==> src/rtl/studio2_vdma_fetch.sv <==
// Display-DMA responder for the RCA Studio II pixie path: fetches display RAM bytes
// on DMAO requests and emulates the interrupt routine's R0 row/repeat pointer handling.
module studio2_vdma_fetch #(
  parameter logic [15:0] VRAM_BASE      = 16'h0900,
  parameter int          BYTES_PER_LINE = 8,
  parameter int          LINE_REPEAT    = 4
) (
  input  logic        clk,
  input  logic        resetq,
  input  logic        int_i,
  input  logic        dmao_i,
  output logic        mem_rd,
  output logic [15:0] mem_a,
  input  logic [7:0]  mem_q,
  output logic [7:0]  dma_data,
  output logic        dma_valid,
  output logic        line_done,
  output logic        short_line,
  output logic [4:0]  row_index
);

  localparam int         BPL_LOG2 = $clog2(BYTES_PER_LINE);
  localparam logic [5:0] BPL_LAST = 6'(BYTES_PER_LINE - 1);
  localparam logic [7:0] BPL_STEP = 8'(BYTES_PER_LINE);
  localparam logic [2:0] REP_LAST = 3'(LINE_REPEAT - 1);

  localparam logic [1:0] ST_IDLE    = 2'd0;
  localparam logic [1:0] ST_FETCH   = 2'd1;
  localparam logic [1:0] ST_CAPTURE = 2'd2;
  localparam logic [1:0] ST_HOLD    = 2'd3;

  logic [1:0] r_state;
  logic [7:0] r_line_start;
  logic [5:0] r_byte_cnt;
  logic [2:0] r_rep_cnt;
  logic       r_dmao_d;
  logic       r_int_d;
  logic [7:0] r_dma_data;
  logic       r_dma_valid;
  logic       r_line_done;
  logic       r_short_line;

  logic       w_dmao_rise;
  logic       w_int_rise;
  logic       w_last_byte;
  logic [7:0] w_offset;

  assign w_dmao_rise = dmao_i & ~r_dmao_d;
  assign w_int_rise  = int_i & ~r_int_d;
  assign w_last_byte = (r_byte_cnt == BPL_LAST);
  // Offset is 8 bits wide so the address wraps inside the 256-byte display page.
  assign w_offset    = r_line_start + {2'b00, r_byte_cnt};

  // NOTE: every register below uses non-blocking assignment so all state updates
  // see the same pre-edge values, independent of statement order.
  always_ff @(posedge clk or negedge resetq) begin
    if (!resetq) begin
      r_state      <= ST_IDLE;
      r_line_start <= 8'h00;
      r_byte_cnt   <= 6'd0;
      r_rep_cnt    <= 3'd0;
      r_dmao_d     <= 1'b0;
      r_int_d      <= 1'b0;
      r_dma_data   <= 8'h00;
      r_dma_valid  <= 1'b0;
      r_line_done  <= 1'b0;
      r_short_line <= 1'b0;
    end else begin
      r_dmao_d     <= dmao_i;
      r_int_d      <= int_i;
      r_dma_valid  <= 1'b0;
      r_line_done  <= 1'b0;
      r_short_line <= 1'b0;
      // Frame start wins over everything, including an in-flight capture.
      if (w_int_rise) begin
        r_state      <= ST_IDLE;
        r_line_start <= 8'h00;
        r_byte_cnt   <= 6'd0;
        r_rep_cnt    <= 3'd0;
      end else begin
        case (r_state)
          ST_IDLE: begin
            if (w_dmao_rise) r_state <= ST_FETCH;
          end
          ST_FETCH: begin
            r_state <= ST_CAPTURE;
          end
          ST_CAPTURE: begin
            r_dma_data  <= mem_q;
            r_dma_valid <= 1'b1;
            if (w_last_byte || !dmao_i) begin
              r_line_done  <= 1'b1;
              r_short_line <= !w_last_byte;
              r_byte_cnt   <= 6'd0;
              r_state      <= w_last_byte ? ST_HOLD : ST_IDLE;
              if (r_rep_cnt == REP_LAST) begin
                r_rep_cnt    <= 3'd0;
                r_line_start <= r_line_start + BPL_STEP;
              end else begin
                r_rep_cnt <= r_rep_cnt + 3'd1;
              end
            end else begin
              r_byte_cnt <= r_byte_cnt + 6'd1;
              r_state    <= ST_FETCH;
            end
          end
          default: begin
            if (!dmao_i) r_state <= ST_IDLE;
          end
        endcase
      end
    end
  end

  assign mem_rd     = (r_state == ST_FETCH);
  assign mem_a      = mem_rd ? {VRAM_BASE[15:8], w_offset} : 16'h0000;
  assign dma_data   = r_dma_data;
  assign dma_valid  = r_dma_valid;
  assign line_done  = r_line_done;
  assign short_line = r_short_line;
  assign row_index  = 5'(r_line_start >> BPL_LOG2);

endmodule

==> config.mk <==
export PLATFORM = sky130hd
export DESIGN_NAME = studio2_vdma_fetch
export DESIGN_NICKNAME = d
export VERILOG_FILES = /design/src/rtl/studio2_vdma_fetch.sv
export SDC_FILE = /design/constraint.sdc
export NUM_CORES = 1
export LEC_CHECK = 0
export CAP_MARGIN = 25
export CORE_AREA = 2 2 59 61
export DETAILED_ROUTE_END_ITERATION = 8
export DIE_AREA = 0 0 61 63
export HOLD_SLACK_MARGIN = 0.12
export PLACE_DENSITY = 0.9
export SYNTH_ARGS = -nofsm -noshare
export SYNTH_HDL_FRONTEND = slang
export SYNTH_SLANG_ARGS = --single-unit
==> constraint.sdc <==
create_clock -name clk -period 4.69 [get_ports clk]
set_clock_uncertainty 0.05 [all_clocks]
set_input_delay 1.407 -clock clk [delete_from_list [all_inputs] [get_ports clk]]
set_output_delay 1.407 -clock clk [all_outputs]
set_load 0.05 [all_outputs]
---- Word level (Yosys, flattened, before mapping) ----
Cells that the tools add are included.
storage, ports and cells
  output and inout port bits .............. 33
  register bits ........................... 32
  word-level logic and storage cells ...... 62
cells by class
  multiplexer cells ....................... 26
  bitwise gates (word level) .............. 5
  reduce and logical (&&, ||, !) cells .... 11
  $add $sub $neg .......................... 4
  equal/unequal tests ..................... 6
operator list
  operator               count
  $mux W8                4
  $mux W6                3
  $mux W12               1
  $mux W3                4
  $mux W2                5
  $add A8 B4 Y8 const B  1
  $add A8 B6 Y8          1
  $mux W1                8
  $add A6 B1 Y6 const B  1
  $eq A6 B3 Y1 const B   1
  $pmux W2 S3            1
  $reduce_and A2 Y1      3
  $reduce_bool A2 Y1     3
  $ne A5 B1 Y1 const B   1
  $add A3 B1 Y3 const B  1
  $eq A3 B2 Y1 const B   1
  $ne A3 B3 Y1 const B   1
  $not A1 Y1             3
  $reduce_and A3 Y1      1
  $and A1 B1 Y1          2
  $eq A2 B1 Y1 const B   1
  $eq A2 B2 Y1 const B   1
  $logic_not A1 Y1       2
  $logic_not A2 Y1       1
  $logic_or A1 B1 Y1     1

---- Depth between registers and ports, before layout ----
Gate-level depths: netlist (run 1).
  depth after elaboration ................. 5
  depth in mapped cells ................... 6

---- Worst setup path after synthesis (run 1) ----
OpenSTA, ideal clock, no wires.
  path type ............................... flip-flop to output port
  start ................................... register r_line_start[4]
  end ..................................... output mem_a[7]
  required time ........................... 3.233 ns
  stages on the path, launching flop included .. 6
  setup slack ............................. 0.923 ns
  path buffers ............................ 0
  arrival time ............................ 2.310 ns
  cell sequence ........................... dfrtp_1 -> ha_1 -> a21o_1 -> a21oi_1 -> or3_1 -> a21oi_1
between the ends
  cells in the longest elaborated chain, start to end .. 2
RTL lines
  item                    line  source
  from (decl)             33    logic [7:0] r_line_start;
  from (signal assigned)  98    r_line_start <= r_line_start + BPL_STEP;
  $add A8 B6 Y8           52    assign w_offset = r_line_start + {2'b00, r_byte_cnt};
  $mux W12                116   assign mem_a = mem_rd ? {VRAM_BASE[15:8], w_offset} : 16'h0000;
  to (decl)               13    output logic [15:0] mem_a,
No other way between the ends.

---- Final worst setup path (run 1) ----
  start ................................... register r_byte_cnt[4]
  end ..................................... output mem_a[7]
between the ends
  cells in the longest elaborated chain, start to end .. 2
RTL lines
  item                    line  source
  from (decl)             34    logic [5:0] r_byte_cnt;
  from (signal assigned)  103   r_byte_cnt <= r_byte_cnt + 6'd1;
  $add A8 B6 Y8           52
  $mux W12                116
No other way between the ends.

==> results of run 1 <==
-- flip-flops by register name, indices dropped and copies added (netlist names) --
register and cells:
dma_data 8, dma_valid 1, line_done 1, r_byte_cnt 6
r_dmao_d 1, r_int_d 1, r_line_start 5, r_rep_cnt 3
r_state 2, short_line 1
-- final timing paths --
path	startpoint	endpoint	slack (ps)	depth (start not counted)
min reg2reg	dma_data[4]$_DFFE_PN0P_	dma_data[4]$_DFFE_PN0P_	460	1
max in group asynchronous	resetq	r_line_start[4]$_DFFE_PN0P_	2900	2
min in group asynchronous	resetq	r_state[1]$_DFFE_PN0P_	1410	2
min	dma_data[4]$_DFFE_PN0P_	dma_data[4]$_DFFE_PN0P_	460	1
max reg2reg	r_byte_cnt[3]$_DFFE_PN0P_	r_line_start[7]$_DFFE_PN0P_	2390	4
max	r_byte_cnt[4]$_DFFE_PN0P_	mem_a[7]	480	6
-- final cells by class --
class	count	area share
clock buffers	7	0.0327
clock inverters	1	0.00252
inverters	5	0.00945
multi-input cells	111	0.362
flip-flops and latches	29	0.365
well taps	46	0.0290
repair buffers	40	0.199
-- where the power goes --
| group | internal, uW | leakage, uW | switching [uW] |
|---|---|---|---|
| Clock | 86.8 | 0.0000413 | 88.2 |
| Sequential | 289 | 0.000378 | 36.8 |
| Combinational | 101 | 0.000417 | 172 |
| Total | 477 | 0.000836 | 297 |
-- logic make-up (layout without fill, tap and decap cells) --
group	Yosys count	in the layout
xor+xnor	3	3
other cells	1	6
compound gates	31	31
mux	10	10
flops	29	29
buf+inv	19	53
fa+ha+maj	6	6
simple gates	55	55
-- worst max-delay path: stages, from the launching register on --
cell and delay (ps):
dfrtp_1 480, ha_1 360, a21o_1 160, a21oi_1 110, or3_1 320, a21oi_1 160
clkdlybuf4s50_1 820
-- routing by layer --
layer  vias to the layer above  part of all wire  GRT usage  routed length (um)
met3                         5             0.070     0.0683                 218
met2                        41              0.48      0.292                1490
met1                       595              0.44      0.224                1350
li1                        606                 -          -                   -
met5                         -                 0          0                   0
met4                         0             0.013     0.0652                  41
-- placed cells by master, fill, tap and decap left out, drive strengths merged, types with 4 or more instances in the layout --
cell	n
a21oi	13
and2	4
clkbuf	7
clkdlybuf4s50	38
conb	6
dfrtp	29
ha	6
inv	5
mux2	8
nand2	14
nand3	5
nor2	8
nor2b	4
o21ai	8
or3	4
-- per-stage QoR --
stage,hold slack [ps],instance area (um2),utilization
final,459,1990,0.615
after global routing,477,1990,0.615
after CTS,467,1990,0.615
after detailed placement,446,1920,0.593
after global placement,438,1920,0.593
after floorplan,433,1550,-
==> summary.md, run 1 <==
| Metric | Value |
|---|---|
| CTS tree | yes |
| VDD IR max | 0.000268 V |
| P per Cell Area | 390 nW/um2 |
| Mapped Avg Cell Area | 9.97 um2 |
| Post-Synth XOR/XNOR Area | 0.0171 |
| Simple-Gate Fraction of Synth Area | 0.197 |
| IO buf count | 38 |
| Synth Area in Compound Gates | 0.119 |
| Cells after DPL | 231 |
| Synth Area in Adders | 0.0489 |
| Crit Path Max Fanout | 9 |
| Num rows | 21 |
| Post-Place Worst Slack | 881 ps |
| P&R area growth vs syn | 29.4% |
| Hold crit path type | flop to flop |
| Vias in the first global route | 1,243 |
| Post-synth ARST share | 1.00 |
| Synthesized instance count | 154 |
| Seq. cell area | 726 um2 |
| DRT iter0 DRCs | 63 |
| Most used DFF post-synth | dfrtp_1 |
| Post-Layout Cell Count | 239 |
| Ant diodes | 0 |
| Setup TNS | 0 ps |
| Slew Viols, Final | 0 |
| Arr. time, crit path | 2750 ps |
| Worst skew pair latency | 330 ps |
| Fin crit period | 4210 ps |
| Routed WL per cell | 13.0 um |
| Post-Synthesis Cell Area | 1540 um2 |
| Final Hold Viols | 0 |
| Initial antenna violation count | 0 |
| Synth warn | 0 |
| Via Count | 1,247 |
| Die H | 63 um |
| Clock sinks | 29 |
| Num CTS Buffers | 5 |
| # hold bufs at CTS | 0 |
| Drt pass-1 iters | 4 |
| Setup Fix Bufs, Post-CTS | 0 |
| Final Power | 774 uW |
| Total GRT Usage | 0.184 |
| Core ar. | 3230 um2 |
| Largest net degree at the start of global routing | 30 |
| Final setup margin | 484 ps |
| Worst Tran Pin Value | 732 ps |
| Top post-synthesis cells by area | dfrtp_1, mux2_2, ha_1, a21oi_1, buf_4 |
| Post-detailed-route count of antenna-violating nets | 0 |
| DP HPWL | 2200 um |
| Seq/Total Area, Yosys | 0.473 |
| Share of the synthesized area in the top cell type | 0.473 |
| Vias per cell | 5.22 |
| Final setup fails | 0 |
| Clock-pin slew on the worst setup and hold paths | 100 ps |
| CTS resizes | 0 |
| WS Path Type | flop to primary output |
| WP data required | 3230 ps |
| Most frequent cell after synthesis | dfrtp_1 |
| Post-synthesis mux area share | 0.0717 |
| H-tree levels | 2 |
| Status | complete, no violations |
| Number of flops mapped to enable cells by yosys | 0 |
| MaxCap Viol Count | 0 |
| Most frequent cells after synthesis | dfrtp_1, nand2_1, a21oi_1 |
| Share of cells above drive strength 1 | 0.0984 |
| Area of the multi-input gates | 719 um2 |
| Io pins | 45 |
| LEAKAGE | 0.000836 uW |
| Max Fclk | 238 MHz |
| RSZ-0062 raised after global routing | no |
| Final wirelength | 3100 um |
| CP Launch Type | flop |
| GPL Wtd Cong | 0.761 |
| Die area | 3840 um2 |
| Starting Density | 0.475 |
| Final net count | 210 |
| Tcrit/Tclk final | 0.897 |
| Clk root buf | clkbuf_4 |
| Die Wd | 61 um |
| Largest family of logic cells by synthesized area | simple AND/OR/NAND/NOR gates |
| Slew HR | 0.510 |
| Cell taking the most area after synthesis | dfrtp_1 |
| Remaining DRCs | 0 |
| Worst setup EP type | primary output |
| Global-route wire length before repair | 5340 um |
| GRT overflow | 0 |
| #FFs+latches synth | 29 |
| Clock Tree Buf Depth | 2 |
| Fillers | 282 |
| Distinct cells, synth | 33 |
(Power assumes the default switching activity.)
==> run 2, diff against run 1 <==
==> config.mk (replaced) <==
export PLATFORM = sky130hd
export DESIGN_NAME = studio2_vdma_fetch
export DESIGN_NICKNAME = d
export VERILOG_FILES = /design/src/rtl/studio2_vdma_fetch.sv
export SDC_FILE = /design/constraint.sdc
export NUM_CORES = 1
export LEC_CHECK = 0
export CORE_AREA = 2 2 58 60
export CTS_BUF_LIST = sky130_fd_sc_hd__clkbuf_8
export DETAILED_ROUTE_END_ITERATION = 8
export DIE_AREA = 0 0 60 62
export HOLD_SLACK_MARGIN = 0.12
export PLACE_DENSITY = 0.93
export SYNTH_ARGS = -nofsm -noshare
export SYNTH_HDL_FRONTEND = slang
export SYNTH_SLANG_ARGS = --single-unit
==> run 2 against run 1 <==
Effect of this change:
- critical path depth unchanged
- via count rose by 0.64%
- combinational power about the same
- largest cell class unchanged
==> summary.md, run 2 (same netlist as run 1, synthesis figures left out) <==
| Metric | Value |
|---|---|
| Status | complete, no violations |
| Routed WL per cell | 12.7 um (-1.9%) |
| RR Startpoint | r_byte_cnt[3]$_DFFE_PN0P_ |
| Fin crit period | 4100 ps (-108 ps) |
| Reg2Reg Setup Slack | 2410 ps (+20 ps) |
| Ant diodes | 0 (unchanged) |
| Critical R2R Capture | r_line_start[7]$_DFFE_PN0P_ |
| Largest net degree at the start of global routing | 30 (unchanged) |
| DRT iter0 DRCs | 48 (-24%) |
| DP HPWL | 2210 um (+0.59%) |
| Die H | 62 um (-1.6%) |
| Io pins | 45 (unchanged) |
| Starting Density | 0.483 (+0.00785) |
| Die area | 3720 um2 (-3.2%) |
| Slew HR | 0.530 (+0.0200) |
| Most common cell after layout, fill and taps aside | clkdlybuf4s50_1 |
| Final Hold Viols | 0 (unchanged) |
| Clock-pin slew on the worst setup and hold paths | 60 ps (-40 ps) |
| Vias per cell | 5.25 (+0.64%) |
| RSZ-0062 raised after global routing | no |
| Drt pass-1 iters | 4 (unchanged) |
| Hold crit path type | flop to flop |
| Share of cells above drive strength 1 | 0.0933 (-0.00518) |
| Most frequent cells in the layout | clkdlybuf4s50_1, dfrtp_1, nand2_1, a21oi_1 |
| Final net count | 210 (unchanged) |
| CP Capture Point | mem_a[7] |
| Num rows | 21 (unchanged) |
| WS Path Type | flop to primary output |
| H-tree levels | 2 (unchanged) |
| P per Cell Area | 396 nW/um2 (+1.7%) |
| CP Launch Type | flop |
| Tcrit/Tclk final | 0.874 (-0.0230) |
| WP data required | 3230 ps (about the same) |
| Worst r2r path cells | 4 (unchanged) |
| Clock Tree Buf Depth | 2 (unchanged) |
| Worst Tran Pin Value | 702 ps (-29.8 ps) |
| Max Fclk | 244 MHz (+2.6%) |
| Setup TNS | 0 ps (unchanged) |
| Clk root buf | clkbuf_8 |
| # hold bufs at CTS | 0 (unchanged) |
| Global-route wire length before repair | 5080 um (-4.9%) |
| Num CTS Buffers | 5 (unchanged) |
| Final setup fails | 0 (unchanged) |
| Core ar. | 3180 um2 (-1.6%) |
| Worst setup EP type | primary output |
| Final wirelength | 3040 um (-1.9%) |
| Clock sinks | 29 (unchanged) |
| LEAKAGE | 0.000844 uW (+0.93%) |
| Vias in the first global route | 1,216 (-2.2%) |
| Slew Viols, Final | 0 (unchanged) |
| Post-detailed-route count of antenna-violating nets | 0 (unchanged) |
| Arr. time, crit path | 2640 ps (-110 ps) |
| Die Wd | 60 um (-1.6%) |
| GRT overflow | 0 (unchanged) |
| Worst skew pair latency | 280 ps (-50 ps) |
| Max FFs per register | 8 (unchanged) |
| P&R area growth vs syn | 30.2% |
| CTS resizes | 0 (unchanged) |
| Initial antenna violation count | 0 (unchanged) |
| Worst Setup SP | r_byte_cnt[4]$_DFFE_PN0P_ |
| MaxCap Viol Count | 0 (unchanged) |
| VDD IR max | 0.000270 V (+0.57%) |
| Setup Fix Bufs, Post-CTS | 0 (unchanged) |
| GPL Wtd Cong | 0.803 (+5.5%) |
| Remaining DRCs | 0 (unchanged) |
| Final Power | 792 uW (+2.3%) |
| Final setup margin | 592 ps (+108 ps) |
| CTS tree | yes |
| IO buf count | 38 (unchanged) |
| Crit Path Max Fanout | 9 (unchanged) |
| Total GRT Usage | 0.189 (+0.00574) |
| Post-Place Worst Slack | 883 ps (+1.12 ps) |
| Via Count | 1,255 (+0.64%) |
[run 2: cell count changes in the layout (fill, tap and decap cells not counted)]
cell / delta
clkbuf_8: +3
inv_1: +1
clkbuf_4: -5
clkinv_2: +1
[run 2: power by group]
| part | switching [uW] | total, uW | internal, uW |
|---|---|---|---|
| Sequential | 36.0 | 326 | 290 |
| Clock | 91.9 | 192 | 100 |
| Combinational | 173 | 274 | 101 |
| Total | 301 | 792 | 491 |
[run 2: worst min-delay path by stage]
stage | from | end | cells after the start
6_report | dma_data[5]$_DFFE_PN0P_ | dma_data[5]$_DFFE_PN0P_ | 1
5_1_grt | dma_data[4]$_DFFE_PN0P_ | dma_data[4]$_DFFE_PN0P_ | 1
4_1_cts | dma_data[5]$_DFFE_PN0P_ | dma_data[5]$_DFFE_PN0P_ | 1
3_5_place_dp | dma_data[4]$_DFFE_PN0P_ | dma_data[4]$_DFFE_PN0P_ | 1
3_3_place_gp | r_dmao_d$_DFF_PN0_ | r_state[0]$_DFFE_PN0P_ | 2
2_1_floorplan | r_dmao_d$_DFF_PN0_ | r_state[0]$_DFFE_PN0P_ | 2
[run 2: per-stage QoR]
step                instances  instance area [um2]  utilization  hold WS [ps]
finish                    239                 2000        0.629           454
global placement          231                 1920        0.603           437
detailed placement        231                 1920        0.603           449
global route              239                 2000        0.629           485
floorplan                 159                 1550            -           433
CTS                       239                 2000        0.629           459
[run 2: layout make-up]
type	count	area (um2)
repair buffers	40	395
clock buffers	5	68.8
inverters	5	18.8
flip-flops and latches	29	726
clock inverters	3	13.8
multi-input cells	111	719
fillers	259	1180
well taps	46	57.6
[run 2: layer usage]
layer  global-route usage  vias up  wire, um
met4               0.0921        0        54
met3               0.0725        7       236
met1                0.212      597      1270
met5                    0        -         0
met2                0.318       50      1480
li1                     -      601         -
[run 2: worst max-delay path: stages, from the launching register on]
cell	delay, ps
dfrtp_1	460
ha_1	340
a21o_1	150
a21oi_1	110
or3_1	330
a21oi_1	150
clkdlybuf4s50_1	810
